==> src/rtl/dacx0004_seq_pkg.sv <==
// -----------------------------------------------------------------------------
// dacx0004_seq_pkg
// Shared types and constants for the DACx0004 sample sequencer.
//   seq_state_t  : sequencer FSM state (IDLE / PRIME / RUN)
//   CH_W, N_CH   : channel field width and channel count within a frame
//   FRAME_W      : packed frame width {ch3,ch2,ch1,ch0}
//   MIDSCALE     : DAC code for 0 V offset-binary midscale
//   to_dac_code  : two's complement -> offset binary conversion
// -----------------------------------------------------------------------------
package dacx0004_seq_pkg;

    localparam int CH_W    = 16;
    localparam int N_CH    = 4;
    localparam int FRAME_W = CH_W * N_CH;

    localparam logic [CH_W-1:0] MIDSCALE = 16'h8000;

    typedef enum logic [1:0] {
        IDLE  = 2'd0,
        PRIME = 2'd1,
        RUN   = 2'd2
    } seq_state_t;

    // Offset binary is two's complement with the sign bit inverted.
    function automatic logic [CH_W-1:0] to_dac_code(input logic [CH_W-1:0] s,
                                                    input logic signed_fmt);
        return signed_fmt ? {~s[CH_W-1], s[CH_W-2:0]} : s;
    endfunction

endpackage

==> src/rtl/dacx0004_frame_fifo.sv <==
// -----------------------------------------------------------------------------
// dacx0004_frame_fifo
// Synchronous frame FIFO, DW bits x 2**AW entries, first-word-fall-through.
//   clk100mhz  in   system clock
//   rst        in   asynchronous reset, active-high (pointers/level only)
//   i_push     in   write request; ignored when full (even if popping)
//   i_wdata    in   write data
//   i_pop      in   read request; ignored when empty
//   o_rdata    out  head-of-queue data (valid while !o_empty)
//   o_full     out  level == 2**AW
//   o_empty    out  level == 0
//   o_level    out  entries currently stored, 0..2**AW
// -----------------------------------------------------------------------------
module dacx0004_frame_fifo #(
    parameter int AW = 4,
    parameter int DW = 64
) (
    input  logic          clk100mhz,
    input  logic          rst,
    input  logic          i_push,
    input  logic [DW-1:0] i_wdata,
    input  logic          i_pop,
    output logic [DW-1:0] o_rdata,
    output logic          o_full,
    output logic          o_empty,
    output logic [AW:0]   o_level
);

    localparam logic [AW:0] DEPTH = {1'b1, {AW{1'b0}}};

    logic [DW-1:0] mem [0:(2**AW)-1];
    logic [AW-1:0] wr_ptr_reg;
    logic [AW-1:0] rd_ptr_reg;
    logic [AW:0]   level_reg;
    logic          push_ok;
    logic          pop_ok;

    assign o_full  = (level_reg == DEPTH);
    assign o_empty = (level_reg == '0);
    assign o_level = level_reg;

    // Full is checked against the current level only, so a pop in the same
    // cycle never frees a slot for a concurrent push.
    assign push_ok = i_push && !o_full;
    assign pop_ok  = i_pop && !o_empty;

    // The head must be available in the pop cycle itself, so the read is
    // asynchronous; at 16 entries this maps to distributed RAM.
    assign o_rdata = mem[rd_ptr_reg];

    always_ff @(posedge clk100mhz) begin
        if (push_ok) begin
            mem[wr_ptr_reg] <= i_wdata;
        end
    end

    // Pointers are exactly AW bits wide, so they wrap modulo depth for free.
    always_ff @(posedge clk100mhz or posedge rst) begin
        if (rst) begin
            wr_ptr_reg <= '0;
            rd_ptr_reg <= '0;
            level_reg  <= '0;
        end else begin
            if (push_ok) begin
                wr_ptr_reg <= wr_ptr_reg + 1'b1;
            end
            if (pop_ok) begin
                rd_ptr_reg <= rd_ptr_reg + 1'b1;
            end
            case ({push_ok, pop_ok})
                2'b10:   level_reg <= level_reg + 1'b1;
                2'b01:   level_reg <= level_reg - 1'b1;
                default: level_reg <= level_reg;
            endcase
        end
    end

endmodule

==> src/rtl/dacx0004_sample_sequencer.sv <==
// -----------------------------------------------------------------------------
// dacx0004_sample_sequencer
// Buffers 4-channel sample frames and releases one per sample tick to the
// DACx0004 SPI driver as held parallel channel codes.
//   clk100mhz        in   system clock, 100 MHz
//   rst              in   asynchronous reset, active-high
//   i_enable         in   playback enable (level)
//   i_rate_div       in   tick period minus 1, clamped to >= MIN_DIV
//   i_signed_fmt     in   1: frames are two's complement, convert to offset binary
//   i_s_tdata        in   frame {ch3,ch2,ch1,ch0}
//   i_s_tvalid       in   frame valid
//   o_s_tready       out  FIFO not full
//   o_data_ch0..3    out  held DAC codes
//   o_ce             out  driver enable, high while not IDLE
//   o_tick           out  1-cycle pulse coincident with a data update
//   o_underrun       out  sticky: a tick found the FIFO empty
//   i_clr_underrun   in   clears o_underrun (a new underrun wins)
//   o_fifo_level     out  frames buffered
// -----------------------------------------------------------------------------
module dacx0004_sample_sequencer
    import dacx0004_seq_pkg::*;
#(
    parameter int FIFO_AW     = 4,
    parameter int DIV_W       = 16,
    parameter int MIN_DIV     = 1023,
    parameter int PRIME_LEVEL = 2
) (
    input  logic               clk100mhz,
    input  logic               rst,
    input  logic               i_enable,
    input  logic [DIV_W-1:0]   i_rate_div,
    input  logic               i_signed_fmt,
    input  logic [63:0]        i_s_tdata,
    input  logic               i_s_tvalid,
    output logic               o_s_tready,
    output logic [15:0]        o_data_ch0,
    output logic [15:0]        o_data_ch1,
    output logic [15:0]        o_data_ch2,
    output logic [15:0]        o_data_ch3,
    output logic               o_ce,
    output logic               o_tick,
    output logic               o_underrun,
    input  logic               i_clr_underrun,
    output logic [FIFO_AW:0]   o_fifo_level
);

    localparam logic [DIV_W-1:0] MIN_DIV_L   = DIV_W'(MIN_DIV);
    localparam logic [FIFO_AW:0] PRIME_LVL_L = (FIFO_AW + 1)'(PRIME_LEVEL);

    seq_state_t          state_reg;
    seq_state_t          state_next;
    logic [DIV_W-1:0]    div_cnt_reg;
    logic [DIV_W-1:0]    div_eff_reg;
    logic [DIV_W-1:0]    rate_clamped;
    logic                tick_hit;
    logic                pop;
    logic                underrun_set;
    logic                ce_reg;
    logic                tick_reg;
    logic                underrun_reg;

    logic [FRAME_W-1:0]  fifo_rdata;
    logic                fifo_full;
    logic                fifo_empty;
    logic [FIFO_AW:0]    fifo_level;

    logic [CH_W-1:0]     conv_ch  [N_CH];
    logic [CH_W-1:0]     data_reg [N_CH];

    dacx0004_frame_fifo #(
        .AW (FIFO_AW),
        .DW (FRAME_W)
    ) u_fifo (
        .clk100mhz (clk100mhz),
        .rst       (rst),
        .i_push    (i_s_tvalid),
        .i_wdata   (i_s_tdata),
        .i_pop     (pop),
        .o_rdata   (fifo_rdata),
        .o_full    (fifo_full),
        .o_empty   (fifo_empty),
        .o_level   (fifo_level)
    );

    assign o_s_tready   = !fifo_full;
    assign o_fifo_level = fifo_level;

    // ---------------------------------------------------------------- FSM
    always_comb begin
        state_next = state_reg;
        case (state_reg)
            IDLE:    if (i_enable) state_next = PRIME;
            PRIME:   if (!i_enable) state_next = IDLE;
                     else if (fifo_level >= PRIME_LVL_L) state_next = RUN;
            RUN:     if (!i_enable) state_next = IDLE;
            default: state_next = IDLE;
        endcase
    end

    always_ff @(posedge clk100mhz or posedge rst) begin
        if (rst) begin
            state_reg <= IDLE;
            ce_reg    <= 1'b0;
        end else begin
            state_reg <= state_next;
            // Follows the state register so o_ce == (state != IDLE) every cycle.
            ce_reg    <= (state_next != IDLE);
        end
    end

    assign o_ce = ce_reg;

    // ------------------------------------------------------------ divider
    assign rate_clamped = (i_rate_div < MIN_DIV_L) ? MIN_DIV_L : i_rate_div;
    assign tick_hit     = (state_reg == RUN) && i_enable && (div_cnt_reg == div_eff_reg);
    assign pop          = tick_hit && !fifo_empty;
    assign underrun_set = tick_hit && fifo_empty;

    // The effective period is latched only outside RUN and at each wrap, so a
    // rate change never truncates or stretches the period in progress.
    always_ff @(posedge clk100mhz or posedge rst) begin
        if (rst) begin
            div_cnt_reg <= '0;
            div_eff_reg <= MIN_DIV_L;
        end else if (state_reg != RUN) begin
            div_cnt_reg <= '0;
            div_eff_reg <= rate_clamped;
        end else if (!i_enable) begin
            div_cnt_reg <= '0;
        end else if (div_cnt_reg == div_eff_reg) begin
            div_cnt_reg <= '0;
            div_eff_reg <= rate_clamped;
        end else begin
            div_cnt_reg <= div_cnt_reg + 1'b1;
        end
    end

    // ------------------------------------------------------- output stage
    // Conversion format is sampled in the pop cycle along with the frame.
    for (genvar gi = 0; gi < N_CH; gi++) begin : g_ch
        assign conv_ch[gi] = to_dac_code(fifo_rdata[gi*CH_W +: CH_W], i_signed_fmt);

        always_ff @(posedge clk100mhz or posedge rst) begin
            if (rst) begin
                data_reg[gi] <= MIDSCALE;
            end else if (pop) begin
                data_reg[gi] <= conv_ch[gi];
            end
        end
    end

    assign o_data_ch0 = data_reg[0];
    assign o_data_ch1 = data_reg[1];
    assign o_data_ch2 = data_reg[2];
    assign o_data_ch3 = data_reg[3];

    always_ff @(posedge clk100mhz or posedge rst) begin
        if (rst) begin
            tick_reg     <= 1'b0;
            underrun_reg <= 1'b0;
        end else begin
            tick_reg <= pop;
            // A fresh underrun takes priority over a clear in the same cycle.
            if (underrun_set) begin
                underrun_reg <= 1'b1;
            end else if (i_clr_underrun) begin
                underrun_reg <= 1'b0;
            end
        end
    end

    assign o_tick     = tick_reg;
    assign o_underrun = underrun_reg;

endmodule

==> config.mk <==
export PLATFORM = sky130hd
export DESIGN_NAME = dacx0004_sample_sequencer
export DESIGN_NICKNAME = d
export VERILOG_FILES = /design/src/rtl/dacx0004_seq_pkg.sv /design/src/rtl/dacx0004_frame_fifo.sv /design/src/rtl/dacx0004_sample_sequencer.sv
export SDC_FILE = /design/constraint.sdc
export NUM_CORES = 1
export LEC_CHECK = 0
export BUFFER_PORTS_ARGS = -buffer_cell sky130_fd_sc_hd__buf_2
export CAP_MARGIN = 5
export CORE_UTILIZATION = 62
export CTS_CLUSTER_DIAMETER = 30
export DETAILED_ROUTE_END_ITERATION = 10
export GPL_TIMING_DRIVEN = 0
export PLACE_DENSITY = 0.8
export SLEW_MARGIN = 20
export SYNTH_ARGS = -nofsm -noshare
export SYNTH_HDL_FRONTEND = slang
export SYNTH_HIERARCHICAL = 1
export SYNTH_SLANG_ARGS = --single-unit
==> constraint.sdc <==
create_clock -name clk100mhz -period 8.4 [get_ports clk100mhz]
set_input_delay 0.84 -clock clk100mhz [delete_from_list [all_inputs] [get_ports clk100mhz]]
set_output_delay 0.84 -clock clk100mhz [all_outputs]
set_load 0.05 [all_outputs]
==> results of run 1 <==
-- layout by cell type (no fill, tap or decap), types with 28 or more instances in the layout --
master,instances
xor2_1,30
nor2_1,29
clkbuf_1,72
a21oi_1,74
nand2_1,80
o21ai_0,126
buf_4,39
mux2_2,74
mux2_4,49
mux2i_1,193
clkbuf_16,174
mux4_2,128
dfrtp_1,100
bufinv_16,28
a22oi_1,64
a221oi_1,63
edfxtp_1,1024
buf_6,41
buf_2,171
-- how the worst max path moves through the flow --
| stage | startpoint | endpoint | slack, ns | cells after the start |
|---|---|---|---|---|
| after global routing | div_cnt_reg[3] | u_fifo/o_level[4] | 3.45 | 18 |
| after global placement | i_s_tvalid | u_fifo/mem[1][39] | -2.43 | 5 |
| final | div_cnt_reg[3] | u_fifo/o_level[4] | 3.66 | 18 |
| after detailed placement | div_eff_reg[5] | u_fifo/o_level[4] | 3.77 | 17 |
| after CTS | div_cnt_reg[3] | u_fifo/o_level[4] | 3.68 | 18 |
| after floorplan | u_fifo/o_level[0] | u_fifo/mem[3][0] | 2.14 | 6 |
-- cell usage after synthesis, types with 18 or more instances --
library cell  number
mux2i_1          193
o21ai_0          126
a21oi_1           74
edfxtp_1        1024
mux2_4            49
xor2_1            30
a221oi_1          63
dfrtp_1          100
buf_6             37
clkbuf_1          59
inv_1             18
nand2_1           80
nor2_1            41
mux4_2           128
mux2_2            74
a22oi_1           64
-- metrics by stage --
| step | total power, W | hold WS [ns] |
|---|---|---|
| final | 0.0158 | 0.173 |
| after global routing | 0.0162 | 0.194 |
| after CTS | 0.0158 | 0.168 |
| after detailed placement | 0.00824 | 0.486 |
| after global placement | 0.00807 | 0.484 |
| after floorplan | 0.00767 | 0.459 |
-- power by group through the flow --
stage,clock network [W],registers [W],logic [W]
floorplan,0,0.00704,0.000627
global placement,0,0.00707,0.00100
detailed placement,0,0.00699,0.00126
CTS,0.00762,0.00691,0.00129
global route,0.00788,0.00693,0.00136
finish,0.00757,0.00691,0.00131
-- layer usage --
metal	routed length, um	share of wire	vias up	global-route usage
li1	-	-	10200	-
met1	40600	0.35	13000	0.399
met2	58900	0.51	1770	0.539
met3	10800	0.093	351	0.0686
met4	5120	0.044	6	0.156
met5	41	0.00036	-	0
-- cell families after synthesis --
kind of cell / Yosys count / synth area share
AOI/OAI and AO/OA: 356 / 0.0504
muxes: 456 / 0.146
adders and majority gates: 11 / 0.00326
xor gates and xnor gates: 44 / 0.00866
buffers and inverters: 142 / 0.0192
and+or+nand+nor: 171 / 0.0170
DFF: 1138 / 0.755
-- cell type report --
type / count / area [sq um]
inverters: 18 / 72.6
clock inverters: 128 / 1740
flip-flops and latches: 1138 / 33600
clock buffers: 193 / 4490
fillers: 3455 / 16500
well taps: 940 / 1180
plain buffers: 124 / 786
diodes: 4 / 10.0
repair buffers: 231 / 1930
multi-input cells: 1038 / 10200
-- worst max-delay path, cell delays in order (launching register included) --
cell,delay [ns]
dfrtp_1,0.36
clkbuf_1,0.18
xor2_1,0.20
nor4_1,0.21
nand4_1,0.30
or4_1,0.60
buf_6,0.23
buf_6,0.21
inv_1,0.10
nor2b_1,0.14
clkbuf_1,0.35
ha_1,0.31
inv_1,0.10
fa_1,0.40
nor2b_1,0.12
o21ai_0,0.10
nand3_1,0.10
or3b_2,0.47
xnor2_1,0.14
==> results_dict.tcl, run 1 <==
set metrics [dict create \
    power_frac_seq 0.438 \
    io_pins 159 \
    finalSetupViolCount 0 \
    leakage_nw 19.4 \
    synth_edf_count 1024 \
    ff2ff_setup_slack_ns 3.66 \
    start_util 0.631 \
    cts.path.max_buffers 3 \
    worstRegToRegCells 18 \
    first_global_vias 26600 \
    drive_gt1_frac 0.305 \
    fin_ws_ns 3.66 \
    reg2reg_to "u_fifo/o_level[4]" \
    power.internal_w 0.0120 \
    cts_setup_buffers 0 \
    grt_max_degree 54 \
    preCtsSetupSlack_ns 3.77 \
    clkTransAtPathRegs_ns 0.05 \
    synth_cells 2318 \
    ir_worst_vdd_mv 0.207 \
    io_buffers 158 \
    finalCriticalPeriod_ns 4.74 \
    synthTopCellsByArea "edfxtp_1, mux4_2, dfrtp_1, mux2i_1, mux2_2" \
    drtAntennaViolNets 0 \
    skew_ns 0.0283 \
    worstSetupEndpointType "flop" \
    avgSynthCellArea_sq_um 19.2 \
    overflow 0 \
    finalNetCount 2820 \
    clock_latency_ns 0.77 \
    grt_usage 0.321 \
    tightest_slew_ns 1.13 \
    dieArea_sq_mm 0.0729 \
    grt_antenna_before_repair 8 \
    final_hold_viol_count 0 \
    crit_fanout 10 \
    switchingPower_w 0.00380 \
    synth_area_sq_mm 0.0445 \
    gp_congestion 0.806 \
    async_flop_share 0.100 \
    hold_class "in -> async" \
    area_delta_synth_final_pct 21.2 \
    status "finished clean" \
    crit_type "reg -> reg" \
    dp_cells 3489 \
    clkPwrFrac 0.479 \
    cts_sinks 1138 \
    finalInstanceArea_sq_mm 0.0540 \
    num_rows 97 \
    crit_arrival_ns 5.37 \
    final-instance-count-excl-fill 3814 \
    dp_hpwl_mm 65.8 \
    synth_top_cell_by_area "edfxtp_1" \
    drc_errors 0 \
    postCtsResizedCells 0 \
    switching_share 0.241 \
    synth_flop_cell "edfxtp_1" \
    worstPathRequired_ns 9.03 \
    yosys_warnings 6 \
    drtIter0Drc 3113 \
    syn_nets 2415 \
    combPwrFrac 0.083 \
    grt_pass1_wl_mm 170 \
    relSlewSlack 0.241 \
    reg2reg_from "div_cnt_reg[3]" \
    rsz0062_at_grt "no" \
    top_register "u_fifo/mem" \
    synth_seq_area_share 0.755 \
    yosysTopAreaCellShare 0.691 \
    placed_area_sq_mm 0.0477 \
    yosysUniqueCellTypes 45 \
    cellPowerDensity_mw_per_mm2 293 \
    wire_per_inst_um 30.3 \
    largest_reg_flops 1024 \
    cts_hold_buf 0 \
    fin_util 0.765 \
    cts_tree "done" \
    die_h_um 270 \
    vias 25300 \
    fmax_mhz 211 \
    cts_max_level 4 \
    die_w_um 270 \
    numCtsBuffers 172 \
    setup-tns-final_ns 0 \
    fin_crit_sh 0.564 \
    drv_slew 0 \
    core-area_sq_mm 0.0705 \
    maxCapViolCount 0 \
    routed_via_density 6.65 \
    finalWirelength_mm 115 \
    first_pass_iters 5 \
    synth-seq-cells 1138 \
    cts_root_buffer "clkbuf_16" \
    start_kind "flop" \
]
(Power assumes the default switching activity.)
==> run 2: changes to the inputs <==
CORE_UTILIZATION = 56   (was 62)
PLACE_DENSITY = 0.76   (was 0.8)
clock period = 4.3 ns   (was 8.4 ns; I/O delays follow)
==> results_dict.tcl, run 2 (same netlist as run 1, synthesis figures left out) <==
set metrics [dict create \
    hold_class "in -> reg" \
    relSlewSlack 0.312 \
    rsz0062_at_grt "no" \
    clock_latency_ns 0.78 \
    n_fill_cell 4664 \
    cellPowerDensity_mw_per_mm2 563 \
    drive_gt1_frac 0.303 \
    cts_root_buffer "clkbuf_16" \
    dieArea_sq_mm 0.0806 \
    fmax_mhz 242 \
    first_global_vias 26300 \
    drtAntennaViolNets 0 \
    final-instance-count-excl-fill 3967 \
    largest_reg_flops 1024 \
    finalInstanceArea_sq_mm 0.0546 \
    cts.path.max_buffers 3 \
    die_w_um 284 \
    grt_usage 0.282 \
    vias 24800 \
    tightest_slew_ns 1.03 \
    preCtsSetupSlack_ns -0.426 \
    worstSetupEndpointType "flop" \
    ff2ff_setup_slack_ns 0.17 \
    grt_antenna_before_repair 12 \
    io_buffers 158 \
    drtIter0Drc 2788 \
    skew_ns 0.0523 \
    start_kind "flop" \
    dp_cells 3588 \
    gp_congestion 0.802 \
    grt_max_degree 57 \
    drv_slew 0 \
    core-area_sq_mm 0.0789 \
    final_cell_mix "edfxtp_1, mux2i_1, clkbuf_16" \
    io_pins 159 \
    min_path_cells 1 \
    maxCapViolCount 0 \
    whs_endpoint "u_fifo/mem[5][39]" \
    multi_input_area_sq_mm 0.0102 \
    cts_tree "done" \
    start_util 0.565 \
    overflow 0 \
    area_delta_synth_final_pct 22.7 \
    worstPathRequired_ns 4.92 \
    worstRegToRegCells 16 \
    cts_sinks 1138 \
    finalSetupViolCount 0 \
    wire_per_inst_um 28.1 \
    crit_type "reg -> reg" \
    status "finished clean" \
    finalNetCount 2844 \
    cts_max_level 4 \
    clkTransAtPathRegs_ns 0.06 \
    worstHoldStart "i_s_tdata[39]" \
    fin_crit_sh 0.961 \
    reg2reg_to "u_fifo/o_level[4]" \
    die_h_um 284 \
    drc_errors 0 \
    num_rows 103 \
    finalCriticalPeriod_ns 4.13 \
    dp_hpwl_mm 67.3 \
    register_area_sq_mm 0.0336 \
    crit_fanout 6 \
    numCtsBuffers 185 \
    setup-tns-final_ns 0 \
    fin_ws_ns 0.169 \
    crit_arrival_ns 4.75 \
    holdWs_ns 0.0282 \
    final_hold_viol_count 0 \
    leakage_nw 19.5 \
    top_register "u_fifo/mem" \
    final_common_cell "edfxtp_1" \
    routed_via_density 6.24 \
    placed_area_sq_mm 0.0481 \
    first_pass_iters 6 \
    ir_worst_vdd_mv 0.384 \
    grt_pass1_wl_mm 166 \
    finalWirelength_mm 111 \
    reg2reg_from "div_cnt_reg[3]" \
]
-- run 2: metrics by stage --
step / util / total power (W)
floorplan: - / 0.0150
global placement: 0.592 / 0.0158
detailed placement: 0.609 / 0.0162
CTS: 0.692 / 0.0308
global route: 0.693 / 0.0316
finish: 0.693 / 0.0308
-- run 2: worst max-delay path: stages (launching register included) --
cell	delay [ns]
dfrtp_2	0.45
xor2_1	0.22
nor4_2	0.35
nand4_1	0.20
or4_4	0.63
buf_16	0.17
inv_1	0.07
nor2b_1	0.13
buf_4	0.18
ha_2	0.23
inv_1	0.09
fa_2	0.36
nor2b_1	0.12
o21ai_1	0.10
nand3_1	0.09
or3b_2	0.46
xnor2_1	0.13
-- run 2: power breakdown --
| group | internal (W) | switching [W] | total [W] |
|---|---|---|---|
| Clock | 0.00911 | 0.00553 | 0.0146 |
| Combinational | 0.000940 | 0.00169 | 0.00263 |
| Sequential | 0.0132 | 0.000300 | 0.0135 |
| Total | 0.0232 | 0.00752 | 0.0308 |
-- run 2: layout make-up --
cell class,count,area share
Clock buffer,208,0.0873
Antenna cell,9,0.000412
Timing Repair Buffer,244,0.0423
Buffer,122,0.0145
Multi-Input combinational cell,1038,0.187
Clock inverter,140,0.0278
Inverter,18,0.00133
Sequential cell,1138,0.615
Tap cell,1050,0.0240
-- run 2: worst max-delay path by stage --
stage / start / to / cells past startpoint
after global placement: u_fifo/o_level[0] / u_fifo/mem[11][24] / 6
after floorplan: u_fifo/o_level[0] / u_fifo/mem[15][0] / 6
after CTS: div_eff_reg[0] / u_fifo/o_level[4] / 17
after detailed placement: div_cnt_reg[5] / u_fifo/o_level[4] / 17
after global routing: div_cnt_reg[3] / u_fifo/o_level[4] / 16
final: div_cnt_reg[3] / u_fifo/o_level[4] / 16
-- run 2: layer usage --
metal,part of all wire,vias to the layer above,global-route usage
met5,0.00032,-,0
met4,0.040,6,0.128
met3,0.085,286,0.0576
met2,0.51,1424,0.473
met1,0.36,12700,0.355
li1,-,10300,-
-- run 2: timing repair --
item                                   4_1_cts  5_1_grt
hold buffers                                20        0
resized for setup                            5        9
endpoints found under the hold margin       77        0
setup endpoints to repair                    1        1
buffers inserted                             1        3
pin swaps                                    1        3
gates cloned                                 0        0
